File: config.mk
export PLATFORM = sky130hd
export DESIGN_NAME = mux8to1_rr_collector
export DESIGN_NICKNAME = d
export VERILOG_FILES = /design/src/rtl/mux8to1_rr_collector.sv
export SDC_FILE = /design/constraint.sdc
export NUM_CORES = 1
export LEC_CHECK = 0
export BUFFER_PORTS_ARGS = -buffer_cell sky130_fd_sc_hd__clkbuf_2
export CAP_MARGIN = 20
export CORE_ASPECT_RATIO = 1.2
export CORE_MARGIN = 4
export CORE_UTILIZATION = 45
export CTS_BUF_LIST = sky130_fd_sc_hd__clkbuf_2 sky130_fd_sc_hd__clkbuf_4 sky130_fd_sc_hd__clkbuf_8
export CTS_CLUSTER_SIZE = 24
export DETAILED_ROUTE_END_ITERATION = 10
export GPL_ROUTABILITY_DRIVEN = 0
export GPL_TIMING_DRIVEN = 0
export PLACE_DENSITY = 0.78
export SLEW_MARGIN = 10
export SYNTH_ARGS = -nofsm -noshare
export SYNTH_HDL_FRONTEND = slang
export SYNTH_SLANG_ARGS = --single-unit
File: constraint.sdc
create_clock -name clk -period 3.5 [get_ports clk]
set_input_delay 1.05 -clock clk [delete_from_list [all_inputs] [get_ports clk]]
set_output_delay 1.05 -clock clk [all_outputs]
set_load 0.01 [all_outputs]
File: src/rtl/mux8to1_rr_collector.sv
// mux8to1_rr_collector
// Collects one payload at a time from eight requesting channels, picking the
// winner round-robin, and holds it in a single output register slot until the
// downstream accepts it.
//
// Handshake: a transfer is presented while out_valid=1 and is consumed on a
// rising edge where out_valid=1 and out_ready=1; out_data/out_sel stay stable
// while out_valid=1 and out_ready=0. On the upstream side, grant[i] pulses for
// one cycle to tell channel i that its payload was captured at that edge.
module mux8to1_rr_collector #(
  parameter int DATA_W = 8
) (
  input  logic                clk,
  input  logic                rst,
  input  logic [7:0]          req,
  input  logic [8*DATA_W-1:0] data_in,
  output logic [7:0]          grant,
  output logic                out_valid,
  input  logic                out_ready,
  output logic [DATA_W-1:0]   out_data,
  output logic [2:0]          out_sel
);

  localparam logic [0:0] ST_IDLE = 1'b0;
  localparam logic [0:0] ST_FULL = 1'b1;

  logic [0:0]        state_q, state_d;
  logic [2:0]        ptr_q, ptr_d;
  logic [DATA_W-1:0] data_q, data_d;
  logic [2:0]        sel_q, sel_d;
  logic [7:0]        grant_q, grant_d;

  logic              found;
  logic [2:0]        win_idx;
  logic [2:0]        scan_idx;
  logic [DATA_W-1:0] win_data;
  logic              load;

  // Round-robin scan: first requesting channel at or after ptr (mod 8) wins.
  always_comb begin
    found    = 1'b0;
    win_idx  = 3'd0;
    scan_idx = 3'd0;
    for (int k = 0; k < 8; k++) begin
      scan_idx = ptr_q + 3'(k);
      if (!found && req[scan_idx]) begin
        found   = 1'b1;
        win_idx = scan_idx;
      end
    end
  end

  // Only the winner's slice is routed, so other channels cannot leak through.
  assign win_data = data_in[win_idx*DATA_W +: DATA_W];

  // The slot can take a new payload when empty or when it is draining now.
  assign load = ((state_q == ST_IDLE) || out_ready) && found;

  // Next-state, pointer, payload and grant computation.
  always_comb begin
    state_d = state_q;
    ptr_d   = ptr_q;
    data_d  = data_q;
    sel_d   = sel_q;
    grant_d = 8'd0;
    if (load) begin
      state_d = ST_FULL;
      ptr_d   = win_idx + 3'd1;
      data_d  = win_data;
      sel_d   = win_idx;
      grant_d = 8'd1 << win_idx;
    end else if ((state_q == ST_FULL) && out_ready) begin
      state_d = ST_IDLE;
    end
  end

  // State registers; reset wins over load and over out_ready.
  always_ff @(posedge clk) begin
    if (rst) begin
      state_q <= ST_IDLE;
      ptr_q   <= 3'd0;
      data_q  <= '0;
      sel_q   <= 3'd0;
      grant_q <= 8'd0;
    end else begin
      state_q <= state_d;
      ptr_q   <= ptr_d;
      data_q  <= data_d;
      sel_q   <= sel_d;
      grant_q <= grant_d;
    end
  end

  assign out_valid = (state_q == ST_FULL);
  assign out_data  = data_q;
  assign out_sel   = sel_q;
  assign grant     = grant_q;

endmodule

* After elaboration in Yosys (flattened, before gate mapping)
Index checks and enable logic that the tools add are counted.
** Word-level totals
- Register bits :: 23
- Logic and storage cells :: 78
** Cells by class
- Add/subtract/negate cells :: 8
- $lt $le $gt $ge :: 8
- Shifts and indexed selects :: 2
- Mux-type cells :: 34
- Bitwise logic cells :: 2
- Reductions and logical operators :: 19
** Operators by type and width (count)
- $shiftx A64 B7 Y8 :: 1
- $lt A3 B4 Y1 const B :: 8
- $bmux W1 S3 :: 8
- $mux W3 :: 8
- $mux W1 :: 18
- $add A3 B3 Y3 const B :: 4
- $logic_and A1 B1 Y1 :: 9
- $shl A1 B3 Y8 const A :: 1
- $logic_not A1 Y1 :: 7
- $add A3 B1 Y3 const B :: 2
- $add A3 B2 Y3 const B :: 2
- $not A1 Y1 :: 2
- $reduce_bool A2 Y1 :: 1
- $reduce_or A2 Y1 :: 1
- $logic_or A1 B1 Y1 :: 1

* Logic depth before layout (Yosys ltp)
- Word-level depth :: 27
- Gate-level depth with buffers :: 18
- Mapped depth without buffers :: 13

* Worst setup path before layout
No wires, ideal clock.
- Path kind :: reg2reg
- Start :: register ptr_q[1]
- End :: register data_q[6] (netlist: out_data[6])
- Setup time :: 0.066 ns
- Arrival :: 3.541 ns
- Slack :: -0.107 ns
- Cell stages (with the launch flop) :: 17
- Buffers on the path :: 4
- Cell sequence :: dfxtp_1 buf_2 clkbuf_1 inv_1 ha_1 buf_2 mux2i_1 mux4_2 a32o_1 nand3_1 or3_1 a22oi_1 inv_2 and3_1 clkbuf_1 a221o_1 a21oi_2
** On the way
- Word-level cells in the longest chain between the ends :: 25
- Elaborated cells between the ends (all ways) :: 55
** Ends and longest elaborated chain
- start: declaration :: RTL line 28 : logic [2:0] ptr_q, ptr_d;
- start signal: assignment :: RTL line 87 : ptr_q <= ptr_d;
- branches (longest 23 deep; another with $add A3 B1 Y3)
- $mux W3 (*) :: RTL line 46 : if (!found && req[scan_idx]) begin
- net win_idx[0] :: RTL line 34 : logic [2:0] win_idx;
- $shiftx A64 B7 Y8 (*) :: RTL line 54 : assign win_data = data_in[win_idx*DATA_W +: DATA_W];
- end signal: assignment :: RTL line 88 : data_q <= data_d;
- end: declaration :: RTL line 29 : logic [DATA_W-1:0] data_q, data_d;
Mark *: on every way through the listed nets, which the timed path passes. The select of a mux whose other input is x is not followed.
A chain may end at the register's enable or synchronous reset.

* Final worst setup path
- Start :: input req[4]
- End :: register data_q[6] (netlist: out_data[6])
** On the way
- Word-level cells in the longest chain between the ends :: 25
- Elaborated cells between the ends (all ways) :: 48
** Ends and longest elaborated chain
- start: declaration :: RTL line 15 : input logic [7:0] req,
- $bmux W1 S3 :: RTL line 46
- $mux W1 (not written as such) :: RTL line 46
- $mux W1 :: RTL line 46
- $logic_not A1 Y1 :: RTL line 46
- $logic_and A1 B1 Y1 :: RTL line 46
- $mux W1 :: RTL line 46
- $logic_not A1 Y1 :: RTL line 46
- $logic_and A1 B1 Y1 :: RTL line 46
- (+9 left out)
- $mux W1 :: RTL line 46
- $logic_not A1 Y1 :: RTL line 46
- $logic_and A1 B1 Y1 :: RTL line 46
- $mux W1 :: RTL line 46
- $logic_not A1 Y1 :: RTL line 46
- $logic_and A1 B1 Y1 :: RTL line 46
- $mux W3 / $mux W1 (equally long branches) :: RTL line 46
- $shiftx A64 B7 Y8 / $logic_and A1 B1 Y1 (equally long branches) :: RTL line 54, 57
Parallel ways exist; a longest one is shown, timed or not. The select of a mux whose other input is x is not followed.

==> reports/results.tsv <==
stage	metric	value	unit
outcome	status	complete, but fails checks	
outcome	violated checks	negative setup slack	
synthesis	Syn Nets	324	
power	Power, Total	4.36	mW
routing	routed vias	2496	
cells_and_area	# diodes	0	
cts	Reg clk slew, reported paths	0.08	ns
cells_and_area	Final Cell Area	3370	um^2
hold_path	HP Class	register to register	
setup_path	Crit Path Max Fanout	7	
routing	antenna viol nets, final	0	
power	Cell Int Power	2.40	mW
synthesis	Yosys reg bits	23	
synthesis	Synth Area in Compound Gates	17.2	%
cts	clock tree from TritonCTS	yes	
cells_and_area	final net count	441	
sta	Max Freq	0.283	GHz
power	sw power	1.95	mW
routing	routed wl met2	4220	um
floorplanning	IO Pins	95	
cells_and_area	share of layout cells above drive strength 1	52.6	%
routing	detailed-route DRC error count	0	
floorplanning	Core ar.	4970	um^2
routing	wire per inst	18.9	um
synthesis	largest family of logic cells by synthesized area	multiplexers	
setup_path	Worst Path Buf+Inv	3	
sta	RSZ-0062 raised after global routing	yes	
power	PD cells	1290	nW/um^2
synthesis	post-synth design cell area	2340	um^2
synthesis	Post-Synth Adder-Cell Area	3.21	%
setup_path	Worst Path Required	3.70	ns
floorplanning	Die Area	6420	um^2
synthesis	xor/xnor share of the synthesized area	1.87	%
floorplanning	Die Wd	73.8	um
global_routing	initial antenna violation count	0	
sta	Worst Tran Pin Value	0.685	ns
setup_path	Setup CP Type	input port to register	
routing	Met3 Wirelength	556	um
floorplanning	Starting Density	47.0	%
sta	period utilization	101	%
synthesis	top-area cell type share of the netlist area	21.4	%
global_routing	largest net degree at the start of global routing	13	
synthesis	Post-Syn Instances	243	
global_routing	first-pass GRT wire length	11300	um
cts	H-tree levels	1	
setup_path	CP Cell Sequence	buf_6 -> mux4_2 -> mux2_2 -> a2111oi_0 -> o2bb2ai_1 -> and2_4 -> clkinv_8 -> buf_12 -> mux2i_1 -> a221o_1 -> a21oi_2	
synthesis	Simple-Gate Fraction of Synth Area	12.4	%
global_routing	gr usage total	22.1	%
synthesis	Synth cell types	49	
routing	routed wire length	7920	um
floorplanning	cell row count	28	
routing	DR pass1 iterations	4	
power	sequential group share of total power	9.3	%
sta	worst hold slack	0.519	ns
cells_and_area	post-layout util	67.7	%
cts	clk buf depth	2	
cts	Num CTS Buffers	3	
floorplanning	Die Ht	87.0	um
placed_design	Detail Placement HPWL	5190	um
setup_path	Worst Path Arrival	3.73	ns
global_routing	grt ovf	0	
sta	Fin Setup TNS	-0.134	ns
routing	DR top layer	met4	
power	Switching Share	44.8	%
synthesis	syn avg cell area	9.62	um^2
cts	clk sinks	23	
power	leakage	1.53	nW
sta	setup ws final	-0.0353	ns
synthesis	top post-synthesis cells by area	mux2i_1, dfxtp_1, mux4_2, mux2_2, a221o_1	
power	combinational share of power	86.8	%
cts	Hold Buf Count CTS	0	
synthesis	number of synthesized flops with an enable pin	0	
global_routing	vias in the first global route	2517	
setup_path	Worst setup EP type	register	
setup_path	CP top delay family	compound AO/OA/AOI/OAI gates	
flow_run	max cap viols	0	
setup_path	CP max stage cell	a2111oi_0	
cts	clock root buffer	clkbuf_8	
sta	Slew Limit Fails	0	
placed_design	Post-Place Cell Area	2890	um^2
setup_path	max incr delay on CP	0.62	ns
sta	Worst slew margin	54.0	%
cells_and_area	Area Growth Syn to Fin	44.1	%
routing	violation count after the first detailed-route iteration	204	
power	Clk network pwr share	3.9	%
cells_and_area	commonest non-fill, non-tap cells in the layout	clkbuf_2, mux2i_1, dfxtp_1, buf_4, mux2_2	
placed_design	port bufs	94	
synthesis	multiplexer area fraction after synthesis	38.7	%
synthesis	top_reg_cell synth	dfxtp_1	
synthesis	largest area contributor in the netlist	mux2i_1	
power	Worst VDD drop	745	uV
synthesis	Ys Warns	0	
routing	DRT met1 WL	2890	um
setup_path	Startpoint Class	input port	
sta	final setup fails	7	
routing	vias per inst	5.96	
sta	Worst Skew	0.00424	ns
sta	Final Hold Vio Count	0	
synthesis	sequential fraction of the synthesis area	19.7	%
sta	post-route minimum period	3.54	ns
synthesis	async set-reset flop share out of synthesis	0	%
cells_and_area	most common cell after layout, fill and taps aside	clkbuf_2	
cts	clk_lat worst skew	0.26	ns
==> cell usage after synthesis, types with 3 or more instances <==
| master | n |
|---|---|
| a21oi_1 | 6 |
| a21oi_2 | 8 |
| a221o_1 | 9 |
| and2_1 | 4 |
| and3_1 | 8 |
| buf_2 | 4 |
| buf_6 | 4 |
| clkbuf_1 | 10 |
| dfxtp_1 | 23 |
| ha_1 | 6 |
| inv_1 | 6 |
| mux2_2 | 13 |
| mux2i_1 | 50 |
| mux4_2 | 9 |
| nand2_1 | 7 |
| nand3_1 | 4 |
| nor2_1 | 9 |
| nor2b_1 | 4 |
| nor3_1 | 3 |
| nor3b_1 | 4 |
| o21ai_0 | 11 |
| xnor2_1 | 3 |
==> tightest hold or removal path: cells and delay by family, from the launching register on <==
family / cells / cell delay [ns]
AND/OR/NAND/NOR: 1 / 0.09
AO/OA/AOI/OAI: 1 / 0.07
flip-flops: 1 / 0.32
==> cell type report <==
type                    instances  area [um^2]
repair buffers                115          723
multi-input cells             192         1840
clock buffers                   4         48.8
plain buffers                  16          169
fillers                       352         1610
well taps                      60         75.1
inverters                       9         55.1
flip-flops and latches         23          463
==> through the flow <==
step / worst slack, ns / instances
2_1_floorplan: 0.00235 / 243
3_3_place_gp: -0.465 / 397
3_5_place_dp: -0.526 / 397
4_1_cts: 0.0119 / 411
5_1_grt: -0.207 / 419
6_report: -0.0353 / 419
==> power by group through the flow <==
| stage | logic (mW) | clock network, mW | registers (mW) |
|---|---|---|---|
| after floorplan | 2.21 | 0 | 0.432 |
| after global routing | 4.01 | 0.183 | 0.412 |
| final | 3.78 | 0.172 | 0.403 |
| after CTS | 3.25 | 0.171 | 0.400 |
| after detailed placement | 2.83 | 0 | 0.399 |
| after global placement | 2.76 | 0 | 0.402 |
==> routing by layer <==
layer	vias to the layer above	GRT usage, %
li1	1165	-
met1	1150	25.5
met2	155	40.4
met3	26	2.89
met4	0	8.73
met5	-	0
==> final timing paths <==
kind             start     endpoint  slack (ns)  cells after the start
max             req[4]  out_data[6]       -0.04                     11
min reg2reg  out_valid    out_valid        0.52                      2
max reg2reg   ptr_q[1]  out_data[0]       -0.02                     12
min          out_valid    out_valid        0.52                      2
==> flip-flops by register name, summed over array words and instances, names as in the netlist <==
signal,count
grant,8
out_data,8
out_sel,3
ptr_q,3
out_valid,1
==> timing repair <==
action | in CTS | in global routing
setup buffers | 11 | 8
resized for setup | 37 | 50
endpoints found under the setup margin | 22 | 21
pin swaps | 4 | 17
cloned | 1 | 1
==> cell families after synthesis <==
family	after synthesis
and+or+nand+nor	52
AOI/OAI and AO/OA	54
muxes	75
adders and majority gates	6
xor gates and xnor gates	5
buffers and inverters	28
DFF	23
No activity file was read; power rests on OpenSTA's default activity.
